<file path="config.mk">
export PLATFORM = sky130hd
export DESIGN_NAME = bcd_subtractor_seq
export DESIGN_NICKNAME = d
export VERILOG_FILES = /design/src/rtl/bcd_pkg.sv /design/src/rtl/bcd_digit_sub.sv /design/src/rtl/bcd_subtractor_seq.sv
export SDC_FILE = /design/constraint.sdc
export NUM_CORES = 1
export LEC_CHECK = 0
export ABC_AREA = 0
export CAP_MARGIN = 20
export CORE_MARGIN = 5
export CORE_UTILIZATION = 48
export CTS_CLUSTER_SIZE = 28
export DETAILED_ROUTE_END_ITERATION = 8
export GPL_TIMING_DRIVEN = 0
export HOLD_SLACK_MARGIN = 0.03
export PLACE_DENSITY = 0.75
export SKIP_LAST_GASP = 1
export SYNTH_ARGS = -nofsm -noshare
export SYNTH_HDL_FRONTEND = slang
export SYNTH_SLANG_ARGS = --single-unit
export TNS_END_PERCENT = 10
</file>
<file path="constraint.sdc">
create_clock -name clk -period 3.1 [get_ports clk]
set_input_delay 0.62 -clock clk [delete_from_list [all_inputs] [get_ports clk]]
set_output_delay 0.62 -clock clk [all_outputs]
set_load 0.005 [all_outputs]
</file>
<file path="src/rtl/bcd_pkg.sv">
// ============================================================================
// Module  : bcd_pkg
// Brief   : Shared BCD types, widths and FSM state encoding.
// Revision: 1.0 - initial release
// ============================================================================
`default_nettype none

package bcd_pkg;
   localparam int BCD_DIGIT_W   = 4;
   localparam int BCD_MAX_DIGIT = 9;

   typedef logic [BCD_DIGIT_W-1:0] bcd_digit_t;

   typedef enum logic [1:0] {
      IDLE = 2'd0,
      SUB  = 2'd1,
      NEG  = 2'd2,
      DONE = 2'd3
   } bcd_sub_state_t;
endpackage

`default_nettype wire

</file>
<file path="src/rtl/bcd_digit_sub.sv">
// ============================================================================
// Module  : bcd_digit_sub
// Brief   : Combinational single-digit BCD subtract with borrow in/out.
// Revision: 1.0 - initial release
// ============================================================================
`default_nettype none

module bcd_digit_sub
   import bcd_pkg::*;
(
   input  bcd_digit_t a_i,
   input  bcd_digit_t b_i,
   input  logic       bin_i,
   output bcd_digit_t d_o,
   output logic       bout_o
);

   logic [BCD_DIGIT_W:0] raw;

   // A negative raw difference wraps modulo 16; adding ten yields the decimal digit.
   always_comb begin
      raw    = {1'b0, a_i} - {1'b0, b_i} - {{BCD_DIGIT_W{1'b0}}, bin_i};
      bout_o = raw[BCD_DIGIT_W];
      d_o    = bout_o ? (raw[BCD_DIGIT_W-1:0] + bcd_digit_t'(10)) : raw[BCD_DIGIT_W-1:0];
   end

endmodule

`default_nettype wire

</file>
<file path="src/rtl/bcd_subtractor_seq.sv">
// ============================================================================
// Module  : bcd_subtractor_seq
// Brief   : Digit-serial BCD subtractor, |a-b| plus sign, valid/ready on both sides.
//           Optional input-digit check enabled by macro BCD_SUB_INVALID_CHK_EN.
// Revision: 1.0 - initial release
// ============================================================================
`default_nettype none

module bcd_subtractor_seq
   import bcd_pkg::*;
#(
   parameter int NDIG = 3
)
(
   input  logic                        clk,
   input  logic                        rst_n,
   input  logic                        in_valid_i,
   output logic                        in_ready_o,
   input  logic [BCD_DIGIT_W*NDIG-1:0] in_a_i,
   input  logic [BCD_DIGIT_W*NDIG-1:0] in_b_i,
   output logic                        out_valid_o,
   input  logic                        out_ready_i,
   output logic [BCD_DIGIT_W*NDIG-1:0] diff_o,
   output logic                        neg_o,
   output logic                        err_o
);

   localparam int                W        = BCD_DIGIT_W * NDIG;
   localparam int                CNT_W    = $clog2(NDIG + 1);
   localparam logic [CNT_W-1:0]  CNT_LAST = CNT_W'(NDIG - 1);

   bcd_sub_state_t   state_q, state_d;
   logic [CNT_W-1:0] cnt_q;
   logic [W-1:0]     a_q, b_q, r_q, diff_q;
   logic             borrow_q, neg_q;
   logic             err_w;
   logic             last_w;
   bcd_digit_t       op_a, op_b, dig;
   logic             bout;
   logic [W+BCD_DIGIT_W-1:0] r_ext;
   logic [W-1:0]     r_shift;

   // One digit slice serves both the subtract pass and the ten's-complement pass.
   assign op_a    = (state_q == NEG) ? bcd_digit_t'(0) : a_q[BCD_DIGIT_W-1:0];
   assign op_b    = (state_q == NEG) ? r_q[BCD_DIGIT_W-1:0] : b_q[BCD_DIGIT_W-1:0];
   assign last_w  = (cnt_q == CNT_LAST);
   assign r_ext   = {dig, r_q};
   assign r_shift = r_ext[W+BCD_DIGIT_W-1:BCD_DIGIT_W];

   bcd_digit_sub u_digit_sub (
      .a_i    (op_a),
      .b_i    (op_b),
      .bin_i  (borrow_q),
      .d_o    (dig),
      .bout_o (bout)
   );

`ifdef BCD_SUB_INVALID_CHK_EN
   logic err_q;
   logic inv_w;

   always_comb begin
      inv_w = 1'b0;
      for (int i = 0; i < NDIG; i++) begin
         if ((in_a_i[i*BCD_DIGIT_W +: BCD_DIGIT_W] > bcd_digit_t'(BCD_MAX_DIGIT)) ||
             (in_b_i[i*BCD_DIGIT_W +: BCD_DIGIT_W] > bcd_digit_t'(BCD_MAX_DIGIT)))
            inv_w = 1'b1;
      end
   end

   always_ff @(posedge clk or negedge rst_n) begin
      if (!rst_n)
         err_q <= 1'b0;
      else if (state_q == IDLE && in_valid_i)
         err_q <= inv_w;
   end

   assign err_w = err_q;
`else
   assign err_w = 1'b0;
`endif

   always_ff @(posedge clk or negedge rst_n) begin
      if (!rst_n)
         state_q <= IDLE;
      else
         state_q <= state_d;
   end

   always_comb begin
      state_d = state_q;
      case (state_q)
         IDLE: if (in_valid_i) state_d = SUB;
         SUB:  if (last_w)     state_d = (bout && !err_w) ? NEG : DONE;
         NEG:  if (last_w)     state_d = DONE;
         DONE: if (out_ready_i) state_d = IDLE;
         default:              state_d = IDLE;
      endcase
   end

   always_comb begin
      in_ready_o  = (state_q == IDLE);
      out_valid_o = (state_q == DONE);
      diff_o      = diff_q;
      neg_o       = neg_q;
      err_o       = err_w;
   end

   always_ff @(posedge clk or negedge rst_n) begin
      if (!rst_n) begin
         cnt_q    <= '0;
         a_q      <= '0;
         b_q      <= '0;
         r_q      <= '0;
         diff_q   <= '0;
         borrow_q <= 1'b0;
         neg_q    <= 1'b0;
      end else begin
         case (state_q)
            IDLE: begin
               if (in_valid_i) begin
                  a_q      <= in_a_i;
                  b_q      <= in_b_i;
                  cnt_q    <= '0;
                  borrow_q <= 1'b0;
                  neg_q    <= 1'b0;
               end
            end
            SUB: begin
               a_q      <= a_q >> BCD_DIGIT_W;
               b_q      <= b_q >> BCD_DIGIT_W;
               r_q      <= r_shift;
               borrow_q <= bout;
               cnt_q    <= last_w ? '0 : cnt_q + 1'b1;
               if (last_w) begin
                  if (bout && !err_w) begin
                     neg_q    <= 1'b1;
                     borrow_q <= 1'b0;
                  end else begin
                     diff_q <= err_w ? '0 : r_shift;
                  end
               end
            end
            NEG: begin
               r_q      <= r_shift;
               borrow_q <= bout;
               cnt_q    <= last_w ? '0 : cnt_q + 1'b1;
               if (last_w)
                  diff_q <= r_shift;
            end
            default: ;
         endcase
      end
   end

endmodule

`default_nettype wire
</file>
==> flow_summary.rst, run 1 <==
.. list-table::
   :header-rows: 1

   * - Metric
     - Value
   * - Run status
     - completed
   * - Multiplexer fraction of the synthesized cell area
     - roughly 17%
   * - I/O pin count
     - 44
   * - Die Y
     - 86.0 um
   * - Diodes inserted
     - 0
   * - Distinct cell type count of the synthesized netlist
     - 41
   * - Critical path peak fanout
     - 10
   * - Placer Congestion
     - between 0.8 and 0.9
   * - Max Clock Skew
     - 0.00204 ns
   * - Adder-Cell Fraction of Synth Area
     - 5.95%
   * - Setup TNS after final layout
     - 0 ns
   * - Global-route wire length before repair
     - between 9000 and 10000 um
   * - Sequential cell area fraction in the yosys report
     - 48.7%
   * - WS Path Type
     - reg2reg
   * - Violation count after the first detailed-route iteration
     - 67
   * - Tightest Hold Check Type
     - in2async
   * - Width of the die
     - ~86 um
   * - HPWL after detailed placement
     - about 4000 um
   * - Largest family of logic cells by synthesized area
     - multiplexers
   * - Reported max-cap violation count
     - 0
   * - Minimum clock period after layout
     - about 3.0 ns
   * - Relative max-transition margin
     - between 40 and 50%
   * - Syn Inst Count
     - about 250
   * - Average cell area after synthesis
     - between 10 and 15 um^2
   * - Max-slew violation count
     - 0
   * - Post-Synth XOR/XNOR Area
     - approximately 2.2%
   * - Number of core rows
     - 27
   * - FMAX
     - 328 MHz
   * - Port Buf Inserts
     - between 40 and 50
   * - Simple-gate share of the synthesized area
     - between 10% and 20%
   * - Routed WL per cell
     - roughly 14 um
   * - Avg Vias per Cell
     - around 5.1
   * - Residual DRC count
     - 0
   * - Number of buffers created by CTS
     - 5
   * - Clk sink count
     - 54
   * - DP Cell Count
     - 364
   * - Clock latency at the later pin of the worst-skew pair
     - between 0.3 and 0.4 ns
   * - #FFs+latches synth
     - 54
   * - Total Nets Final
     - 350
   * - Core area
     - approximately 0.0056 mm^2
   * - Setup violators final
     - 0
   * - Synthesis-to-layout area growth
     - 27.4%
   * - H-tree depth
     - 2
   * - Number of cells in the finished layout apart from fillers
     - about 380
   * - Die ar.
     - about 0.0074 mm^2
   * - Global router's overall resource usage
     - between 10% and 20%
   * - Clock-pin slew of the registers on the worst-case setup and hold paths
     - 0.09 ns
   * - Grt ovf
     - 0
   * - Total Wirelength
     - roughly 5400 um
   * - Hold buffer count at cts
     - 0
   * - Final ANT Viol Nets
     - 0
   * - Utilization after layout
     - a little under two thirds
   * - Fraction of layout instances using a drive strength above 1
     - between 10% and 20%
   * - Worst Path Arrival
     - about 3.3 ns
   * - Share of the synthesized area in compound gates (AO/OA/AOI/OAI)
     - around 11%
   * - Via total after detailed routing
     - 1970
   * - Data required time of the worst path
     - around 3.3 ns
   * - Total area of multi-input combinational cells
     - ~0.0014 mm^2
   * - Yosys warning total
     - 0
   * - Number of antenna violations at the first check in global routing
     - 0
   * - Endpoint kind of the worst setup timing path
     - flop
   * - Final period utilization
     - 98.2%
   * - Effective utilization at floorplan
     - about half
   * - Post-synthesis cell area
     - between 0.002 and 0.003 mm^2
   * - Bufs on Longest Clock Path
     - 2
   * - Buffer cell driving the clock tree root
     - clkbuf_8
   * - Maximum number of pins on one net before global-route repair
     - 34
   * - Fillers
     - about 460
   * - Detailed-router iteration count before antenna repair
     - 4
   * - Storage cell area
     - ~0.0014 mm^2
   * - Min Hold Slack
     - approximately 0.27 ns
   * - CTS tree
     - yes
   * - Hold Vio Cnt, Final
     - 0
   * - Via count of the first global-routing pass
     - about 2000
   * - Startpoint type of the worst setup path
     - flop
   * - Net Count, Synth
     - just under 300
   * - Actual transition at the worst max-transition pin
     - between 0.7 and 0.8 ns
-- cell usage after synthesis --
master     number  share of area (%)
a32oi_1         2               0.63
a211o_1         2               0.63
xor2_1          2               0.63
conb_1          1               0.14
buf_6           1               0.41
clkbuf_1        8                1.1
nand3_1         3               0.54
nand2b_4        1               0.50
a21o_1          1               0.27
or3_1           1               0.23
a21oi_1         6                1.1
a31oi_1         1               0.23
fa_1            2                1.4
nor2b_1         2               0.45
o2bb2ai_1       1               0.32
o22ai_1         1               0.23
a32o_1          1               0.36
mux2_2         14                5.7
o21ai_0        28                5.0
or3_2           1               0.27
o22a_2          1               0.36
mux2i_1        22                7.9
o221ai_1        1               0.32
inv_1          11                1.5
o311a_2         1               0.41
nor3_1          2               0.36
dfrtp_1        54                 49
mux2_4          7                3.8
a21oi_4         1               0.59
ha_1           10                4.5
xnor2_2         1               0.59
buf_1           2               0.27
o22a_1          1               0.32
buf_2           2               0.36
a22o_2          1               0.36
nor2_1          6               0.81
xnor2_1         3               0.95
buf_4           1               0.27
nor3b_1         3               0.81
nand2b_1       14                3.2
nand2_1        26                3.5
-- final timing paths --
kind / start / end / slack, ns / cells after the start
worst max register to register: state_q[0] / diff_o[5] / 0.06 / 13
worst max-delay path: state_q[0] / diff_o[5] / 0.06 / 13
worst min register to register: a_q[4] / a_q[4] / 0.48 / 2
min in group clk: a_q[4] / a_q[4] / 0.48 / 2
worst min-delay path: rst_n / diff_o[2] / 0.27 / 1
max in group asynchronous: rst_n / state_q[1] / 2.27 / 2
-- per-stage QoR --
step	cell area, um^2	setup WS [ns]
global route	3540	-0.0271
CTS	3440	-0.0312
floorplan	2780	0.00231
detailed placement	3310	-0.277
finish	3540	0.0555
global placement	3290	-0.253
-- per-layer routing --
layer	wire, um	track usage (%)	vias to the layer above	part of all wire (%)
met2	2560	25.9	53	47
met4	55	3.74	0	1.0
met1	2480	21.0	928	45
met3	347	3.94	8	6.4
li1	-	-	981	-
met5	0	0	-	0
-- sequential cells by signal, indices dropped and copies added, names as in the netlist --
| register | flops |
|---|---|
| a_q | 12 |
| b_q | 12 |
| borrow_q | 1 |
| cnt_q | 2 |
| diff_o | 12 |
| neg_o | 1 |
| r_q | 12 |
| state_q | 2 |
-- layout by cell type, fill, tap and decap left out, types with 2 or more instances in the layout --
| master | instances |
|---|---|
| nor2b_1 | 2 |
| mux2i_1 | 22 |
| o21ai_0 | 28 |
| nand2_1 | 26 |
| buf_1 | 2 |
| buf_2 | 2 |
| ha_1 | 8 |
| inv_2 | 2 |
| a211o_1 | 2 |
| mux2_2 | 14 |
| nor3b_1 | 3 |
| a32oi_1 | 2 |
| clkbuf_1 | 9 |
| buf_4 | 12 |
| a21oi_1 | 5 |
| nand3_1 | 3 |
| nor3_1 | 2 |
| fa_2 | 2 |
| clkbuf_8 | 6 |
| dfrtp_1 | 53 |
| mux2_4 | 7 |
| nand2b_1 | 14 |
| nor2_1 | 6 |
| xnor2_1 | 2 |
| clkdlybuf4s50_1 | 41 |
| inv_1 | 9 |
-- logic make-up (layout without fill, tap and decap cells) --
| group | count (synthesis) | in the layout |
|---|---|---|
| simple gates | 59 | 59 |
| flops | 54 | 54 |
| compound gates | 49 | 49 |
| mux | 43 | 43 |
| buf+inv | 25 | 87 |
| fa+ha+maj | 12 | 12 |
| xor+xnor | 6 | 6 |
| other cells | 1 | 1 |
-- final cells by class --
class                   count  share of cell area, %
clock buffers               7                   2.44
plain buffers              14                   2.16
well taps                  72                   2.55
inverters                  11                   1.17
repair buffers             54                   14.6
clock inverters             1                  0.142
flip-flops and latches     54                   38.3
multi-input cells         170                   38.6
-- worst max-delay path, cell delays in order, from the launching register on --
cell and delay [ns]:
dfrtp_1 0.40, inv_2 0.09, ha_2 0.18, buf_6 0.12, mux2_2 0.35, fa_2 0.36
inv_2 0.08, fa_2 0.26, nand2b_4 0.16, a21oi_4 0.09, xnor2_4 0.17, a21o_1 0.20
buf_8 0.17, mux2_4 0.30
-- repair_timing --
action / 4_1_cts / 5_1_grt
resized for setup: 4 / 8
setup endpoints to repair: 17 / 13
buffers inserted: 3 / 8
pin swaps: 2 / 2
Power of run 1 is not shown: default switching activity piles up to over one toggle a cycle in this logic, so the estimate is an artifact.
==> run 2: changes to the inputs <==
--- a/config.mk
+++ b/config.mk
@@ -8,12 +8,13 @@
 export ABC_AREA = 0
 export CAP_MARGIN = 20
 export CORE_MARGIN = 5
-export CORE_UTILIZATION = 48
+export CORE_UTILIZATION = 55
 export CTS_CLUSTER_SIZE = 28
 export DETAILED_ROUTE_END_ITERATION = 8
+export DONT_BUFFER_PORTS = 1
 export GPL_TIMING_DRIVEN = 0
 export HOLD_SLACK_MARGIN = 0.03
-export PLACE_DENSITY = 0.75
+export PLACE_DENSITY = 0.73
 export SKIP_LAST_GASP = 1
 export SYNTH_ARGS = -nofsm -noshare
 export SYNTH_HDL_FRONTEND = slang
==> flow_summary.rst, run 2 (synthesized netlist as in run 1, its figures left out) <==
.. list-table::
   :header-rows: 1

   * - Metric
     - Value
   * - Final ANT Viol Nets
     - 0 (unchanged)
   * - Via total after detailed routing
     - 1896 (-3.8%)
   * - Data required time of the worst path
     - 3.30 ns (about the same)
   * - Synthesis-to-layout area growth
     - 16.1%
   * - Setup violators final
     - 0 (unchanged)
   * - Utilization after layout
     - 66.9% (+3.4 points)
   * - Number of cells in the finished layout apart from fillers
     - 342 (-11%)
   * - Total met2 wirelength after detailed routing
     - 2850 um (+11%)
   * - I/O pin count
     - 44 (unchanged)
   * - Fraction of layout instances using a drive strength above 1
     - 25.1% (+5.2 points)
   * - Critical path's largest stage delay
     - 0.42 ns (+0.02 ns)
   * - Grt ovf
     - 0 (unchanged)
   * - Bufs on Longest Clock Path
     - 2 (unchanged)
   * - Worst Path Arrival
     - 3.23 ns (-0.02 ns)
   * - Clk sink count
     - 54 (unchanged)
   * - Number of core rows
     - 25 (-7.4%)
   * - Global router's overall resource usage
     - 18.4% (+2.7 points)
   * - Met3 wire length
     - 415 um (+20%)
   * - H-tree depth
     - 2 (unchanged)
   * - Violation count after the first detailed-route iteration
     - 101 (+51%)
   * - Placer Congestion
     - 0.823 (+0.41%)
   * - Actual transition at the worst max-transition pin
     - 0.723 ns (-0.0346 ns)
   * - HPWL after detailed placement
     - 3820 um (-4.7%)
   * - Max Clock Skew
     - 0.00984 ns (+0.00779 ns)
   * - Cell-by-cell trace of the critical path
     - inv_2, ha_4, buf_6, mux2_2, fa_2, inv_2, fa_2, nand2b_4, a21oi_4, xnor2_4, a21o_1, buf_8, buf_6, mux2_4
   * - Clock-pin slew of the registers on the worst-case setup and hold paths
     - 0.10 ns (about the same)
   * - Routed WL per cell
     - 16.7 um (+17%)
   * - Critical path peak fanout
     - 7 (-3)
   * - Detailed-router iteration count before antenna repair
     - 4 (unchanged)
   * - Relative max-transition margin
     - 51.8% (+2.3 points)
   * - Reported max-cap violation count
     - 0 (unchanged)
   * - Standard cell area after detailed placement
     - 0.00286 mm^2 (-13%)
   * - Max-slew violation count
     - 0 (unchanged)
   * - Hold Vio Cnt, Final
     - 0 (unchanged)
   * - Endpoint kind of the worst setup timing path
     - flop
   * - WS Path Type
     - reg2reg
   * - Startpoint type of the worst setup path
     - flop
   * - Total Wirelength
     - 5700 um (+4.6%)
   * - Number of antenna violations at the first check in global routing
     - 0 (unchanged)
   * - Minimum clock period after layout
     - 3.03 ns (-0.0182 ns)
   * - Via count of the first global-routing pass
     - 1921 (-3.5%)
   * - Highest metal layer used by the detailed router
     - met4
   * - Die Y
     - 81.0 um (-5.8%)
   * - Buffer cell driving the clock tree root
     - clkbuf_8
   * - Width of the die
     - 81.0 um (-5.8%)
   * - Die ar.
     - 0.00657 mm^2 (-11%)
   * - Tightest Hold Check Type
     - in2async
   * - Port Buf Inserts
     - 0 (-100%)
   * - Run status
     - completed
   * - Diodes inserted
     - 0 (unchanged)
   * - Met1 routed wirelength after detailed routing
     - 2320 um (-6.3%)
   * - Global-route wire length before repair
     - 9130 um (-1.5%)
   * - Clock latency at the later pin of the worst-skew pair
     - 0.32 ns (about the same)
   * - Avg Vias per Cell
     - 5.54 (+7.8%)
   * - Final Cell Area
     - 0.00322 mm^2 (-8.9%)
   * - CTS tree
     - yes
   * - Final period utilization
     - 97.6% (-0.59 points)
   * - Effective utilization at floorplan
     - 57.6% (+7.8 points)
   * - Number of buffers created by CTS
     - 5 (unchanged)
   * - Library cell contributing the largest single delay on the critical path
     - dfrtp_1
   * - Most common cell after layout, fill and taps aside
     - dfrtp_1
   * - Commonest cells after routing, fill and taps aside
     - 53 x dfrtp_1, 28 x o21ai_0, 26 x nand2_1, 22 x mux2i_1, 15 x buf_4
   * - Core area
     - 0.00482 mm^2 (-14%)
   * - Residual DRC count
     - 0 (unchanged)
   * - Maximum number of pins on one net before global-route repair
     - 55 (+62%)
   * - FMAX
     - 330 MHz (+0.60%)
   * - DP Cell Count
     - 316 (-13%)
   * - Total Nets Final
     - 314 (-10%)
## run 2: layout make-up
type / instances / area, um^2
fill: 389 / 1600
multi-input combinational: 170 / 1400
sequential: 54 / 1350
timing repair buffer: 18 / 175
tap: 67 / 83.8
buffer: 14 / 76.3
clock buffer: 5 / 68.8
inverter: 11 / 41.3
clock inverter: 3 / 22.5
## run 2: final timing paths
path	from	to	slack [ns]	cells past startpoint
min in group clk	in_b_i[10]	b_q[10]	0.44	2
hold / removal	rst_n	r_q[2]	0.15	1
max in group asynchronous	rst_n	a_q[10]	2.72	1
setup reg to reg	state_q[0]	diff_o[1]	0.07	14
setup / recovery	state_q[0]	diff_o[1]	0.07	14
hold reg to reg	a_q[1]	a_q[1]	0.49	2
## run 2: stage by stage
stage	hold WS, ns	TNS [ns]	setup WS (ns)
after global routing	0.156	-0.145	-0.0330
after global placement	0.326	-2.46	-0.268
final	0.154	0	0.0736
after floorplan	0.324	0	0.00231
after CTS	0.162	-0.325	-0.0438
after detailed placement	0.326	-3.43	-0.334
## run 2: what timing repair did
| item | in CTS | in global routing |
|---|---|---|
| hold endpoints to repair | 54 | 0 |
| hold buffers | 1 | 0 |
| gates resized for setup | 7 | 12 |
| buffers inserted | 3 | 14 |
| endpoints found under the setup margin | 17 | 15 |
| pin swaps | 3 | 5 |
## run 2: worst max-delay path: cells and delay by family (launching register included)
| family | cells | cell delay (ns) |
|---|---|---|
| adders and majority gates | 3 | 0.72 |
| muxes | 2 | 0.64 |
| buffers and inverters | 5 | 0.57 |
| DFF | 1 | 0.42 |
| AOI/OAI and AO/OA | 2 | 0.29 |
| and+or+nand+nor | 1 | 0.16 |
| xor gates and xnor gates | 1 | 0.14 |
## run 2: layer usage
layer  global-route usage, %  up-vias
met5                       0        -
met4                    6.42        0
met3                    6.87       13
met1                    22.2      926
met2                    30.4       51
li1                        -      906
Power of run 2 is left out for the same reason.
==> run 3: changes to the inputs <==
--- a/config.mk
+++ b/config.mk
@@ -15,7 +15,6 @@
 export GPL_TIMING_DRIVEN = 0
 export HOLD_SLACK_MARGIN = 0.03
 export PLACE_DENSITY = 0.73
-export SKIP_LAST_GASP = 1
 export SYNTH_ARGS = -nofsm -noshare
 export SYNTH_HDL_FRONTEND = slang
 export SYNTH_SLANG_ARGS = --single-unit
==> flow_summary.rst, run 3 (synthesized netlist as in run 1, its figures left out) <==
.. list-table::
   :header-rows: 1

   * - Metric
     - Value
   * - Cell type group with the largest total delay on the critical path
     - adder cells
   * - Critical path's largest stage delay
     - 0.41 ns (about the same)
   * - Actual transition at the worst max-transition pin
     - 0.715 ns (-0.00773 ns)
   * - Number of antenna violations at the first check in global routing
     - 0 (unchanged)
   * - Commonest cells after routing, fill and taps aside
     - 53 x dfrtp_1, 28 x o21ai_0, 26 x nand2_1, 22 x mux2i_1
   * - Clk sink count
     - 54 (unchanged)
   * - Avg Vias per Cell
     - 5.59 (+0.86%)
   * - Global router's overall resource usage
     - 18.5% (+0.047 points)
   * - Buffer cell driving the clock tree root
     - clkbuf_8
   * - FMAX
     - 330 MHz (-0.22%)
   * - Tightest Hold Check Type
     - in2async
   * - Die Y
     - 81.0 um (unchanged)
   * - Worst Path Arrival
     - 3.21 ns (-0.02 ns)
   * - Global-route wire length before repair
     - 9160 um (+0.31%)
   * - Diodes inserted
     - 0 (unchanged)
   * - Synthesis-to-layout area growth
     - 14.2%
   * - Fillers
     - 394 (+1.3%)
   * - Maximum number of pins on one net before global-route repair
     - 55 (unchanged)
   * - Bufs on Longest Clock Path
     - 2 (unchanged)
   * - Via count of the first global-routing pass
     - 1926 (+0.26%)
   * - Total Wirelength
     - 5620 um (-1.3%)
   * - Grt ovf
     - 0 (unchanged)
   * - Placer Congestion
     - 0.823 (unchanged)
   * - Residual DRC count
     - 0 (unchanged)
   * - Core area
     - 0.00482 mm^2 (unchanged)
   * - Effective utilization at floorplan
     - 57.6% (unchanged)
   * - Total Nets Final
     - 310 (-1.3%)
   * - Data required time of the worst path
     - 3.28 ns (-0.02 ns)
   * - Final period utilization
     - 97.8% (+0.22 points)
   * - Via total after detailed routing
     - 1890 (-0.32%)
   * - Worst path buffer plus inverter count
     - 3 (-2)
   * - Max Clock Skew
     - 0.00947 ns (-0.000364 ns)
   * - Final ANT Viol Nets
     - 0 (unchanged)
   * - CTS tree
     - yes
   * - Clock latency at the later pin of the worst-skew pair
     - 0.31 ns (about the same)
   * - Fraction of layout instances using a drive strength above 1
     - 23.6% (-1.5 points)
   * - Port Buf Inserts
     - 0 (unchanged)
   * - Utilization after layout
     - 65.8% (-1.1 points)
   * - DP Cell Count
     - 316 (unchanged)
   * - Setup violators final
     - 0 (unchanged)
   * - Reported max-cap violation count
     - 0 (unchanged)
   * - WS Path Type
     - reg2reg
   * - Run status
     - completed
   * - Minimum clock period after layout
     - 3.03 ns (+0.00675 ns)
   * - Detailed-router iteration count before antenna repair
     - 4 (unchanged)
   * - Hold Vio Cnt, Final
     - 0 (unchanged)
   * - Most common cell after layout, fill and taps aside
     - dfrtp_1
   * - Critical path peak fanout
     - 7 (unchanged)
   * - Clock-pin slew of the registers on the worst-case setup and hold paths
     - 0.10 ns (about the same)
   * - HPWL after detailed placement
     - 3820 um (unchanged)
   * - Relative max-transition margin
     - 52.3% (+0.52 points)
   * - Library cell contributing the largest single delay on the critical path
     - dfrtp_1
   * - Endpoint kind of the worst setup timing path
     - flop
   * - Die ar.
     - 0.00657 mm^2 (unchanged)
   * - Routed WL per cell
     - 16.6 um (-0.11%)
   * - I/O pin count
     - 44 (unchanged)
   * - Number of cells in the finished layout apart from fillers
     - 338 (-1.2%)
   * - Width of the die
     - 81.0 um (unchanged)
   * - Max-slew violation count
     - 0 (unchanged)
   * - Startpoint type of the worst setup path
     - flop
   * - Number of buffers created by CTS
     - 5 (unchanged)
   * - Cell-by-cell trace of the critical path
     - inv_2, ha_4, mux2_2, fa_1, inv_2, fa_2, buf_4, xor2_4, ha_4, a21oi_1, o22a_2, o311a_2, a21oi_1
   * - Number of core rows
     - 25 (unchanged)
   * - Violation count after the first detailed-route iteration
     - 134 (+33%)
   * - H-tree depth
     - 2 (unchanged)
[run 3: stage by stage]
step / area [um^2] / setup TNS, ns / worst slack (ns) / hold slack (ns)
CTS: 3060 / 0 / 0.00837 / 0.162
global placement: 2860 / -2.46 / -0.268 / 0.326
finish: 3170 / 0 / 0.0669 / 0.150
global route: 3170 / -0.0460 / -0.0330 / 0.158
floorplan: 2780 / 0 / 0.00231 / 0.324
detailed placement: 2860 / -3.43 / -0.334 / 0.326
[run 3: worst reg2reg max path, stage by stage (launching register included)]
cell and delay (ns):
dfrtp_1 0.41, inv_2 0.10, ha_4 0.19, mux2_2 0.36, fa_1 0.40, inv_2 0.08
fa_2 0.20, buf_4 0.15, xor2_4 0.18, ha_4 0.23, a21oi_1 0.14, o22a_2 0.18
o311a_2 0.19, a21oi_1 0.06
[run 3: area by class of cell]
class / instances / area, um^2 / share of cell area (%)
multi-input combinational: 170 / 1390 / 43.8
sequential: 54 / 1350 / 42.7
timing repair buffer: 15 / 149 / 4.70
tap: 67 / 83.8 / 2.64
clock buffer: 5 / 68.8 / 2.17
buffer: 13 / 65.1 / 2.05
inverter: 11 / 41.3 / 1.30
clock inverter: 3 / 22.5 / 0.710
[run 3: layer usage]
| metal | vias up | global-route usage (%) | wire length, um |
|---|---|---|---|
| met5 | - | 0 | 0 |
| met4 | 0 | 6.42 | 105 |
| met3 | 11 | 6.87 | 423 |
| met2 | 60 | 30.5 | 2780 |
| met1 | 918 | 22.2 | 2310 |
| li1 | 901 | - | - |
[run 3: repair_timing]
action                                  in CTS  in global routing
hold buffers                                 1                  0
hold endpoints to repair                    54                  0
resized for setup                            9                  7
pin swaps                                    3                  3
endpoints found under the setup margin      17                 14
setup buffers                                3                 11
[run 3: final timing paths]
check	from	to	slack, ns	cells past startpoint
max in group asynchronous	rst_n	state_q[1]	2.71	1
worst max-delay path	state_q[0]	r_q[10]	0.07	13
worst min register to register	a_q[1]	a_q[1]	0.49	2
worst max register to register	state_q[0]	r_q[10]	0.07	13
worst min-delay path	rst_n	r_q[2]	0.15	1
min in group clk	in_b_i[10]	b_q[10]	0.44	2
Power of run 3 is left out for the same reason.
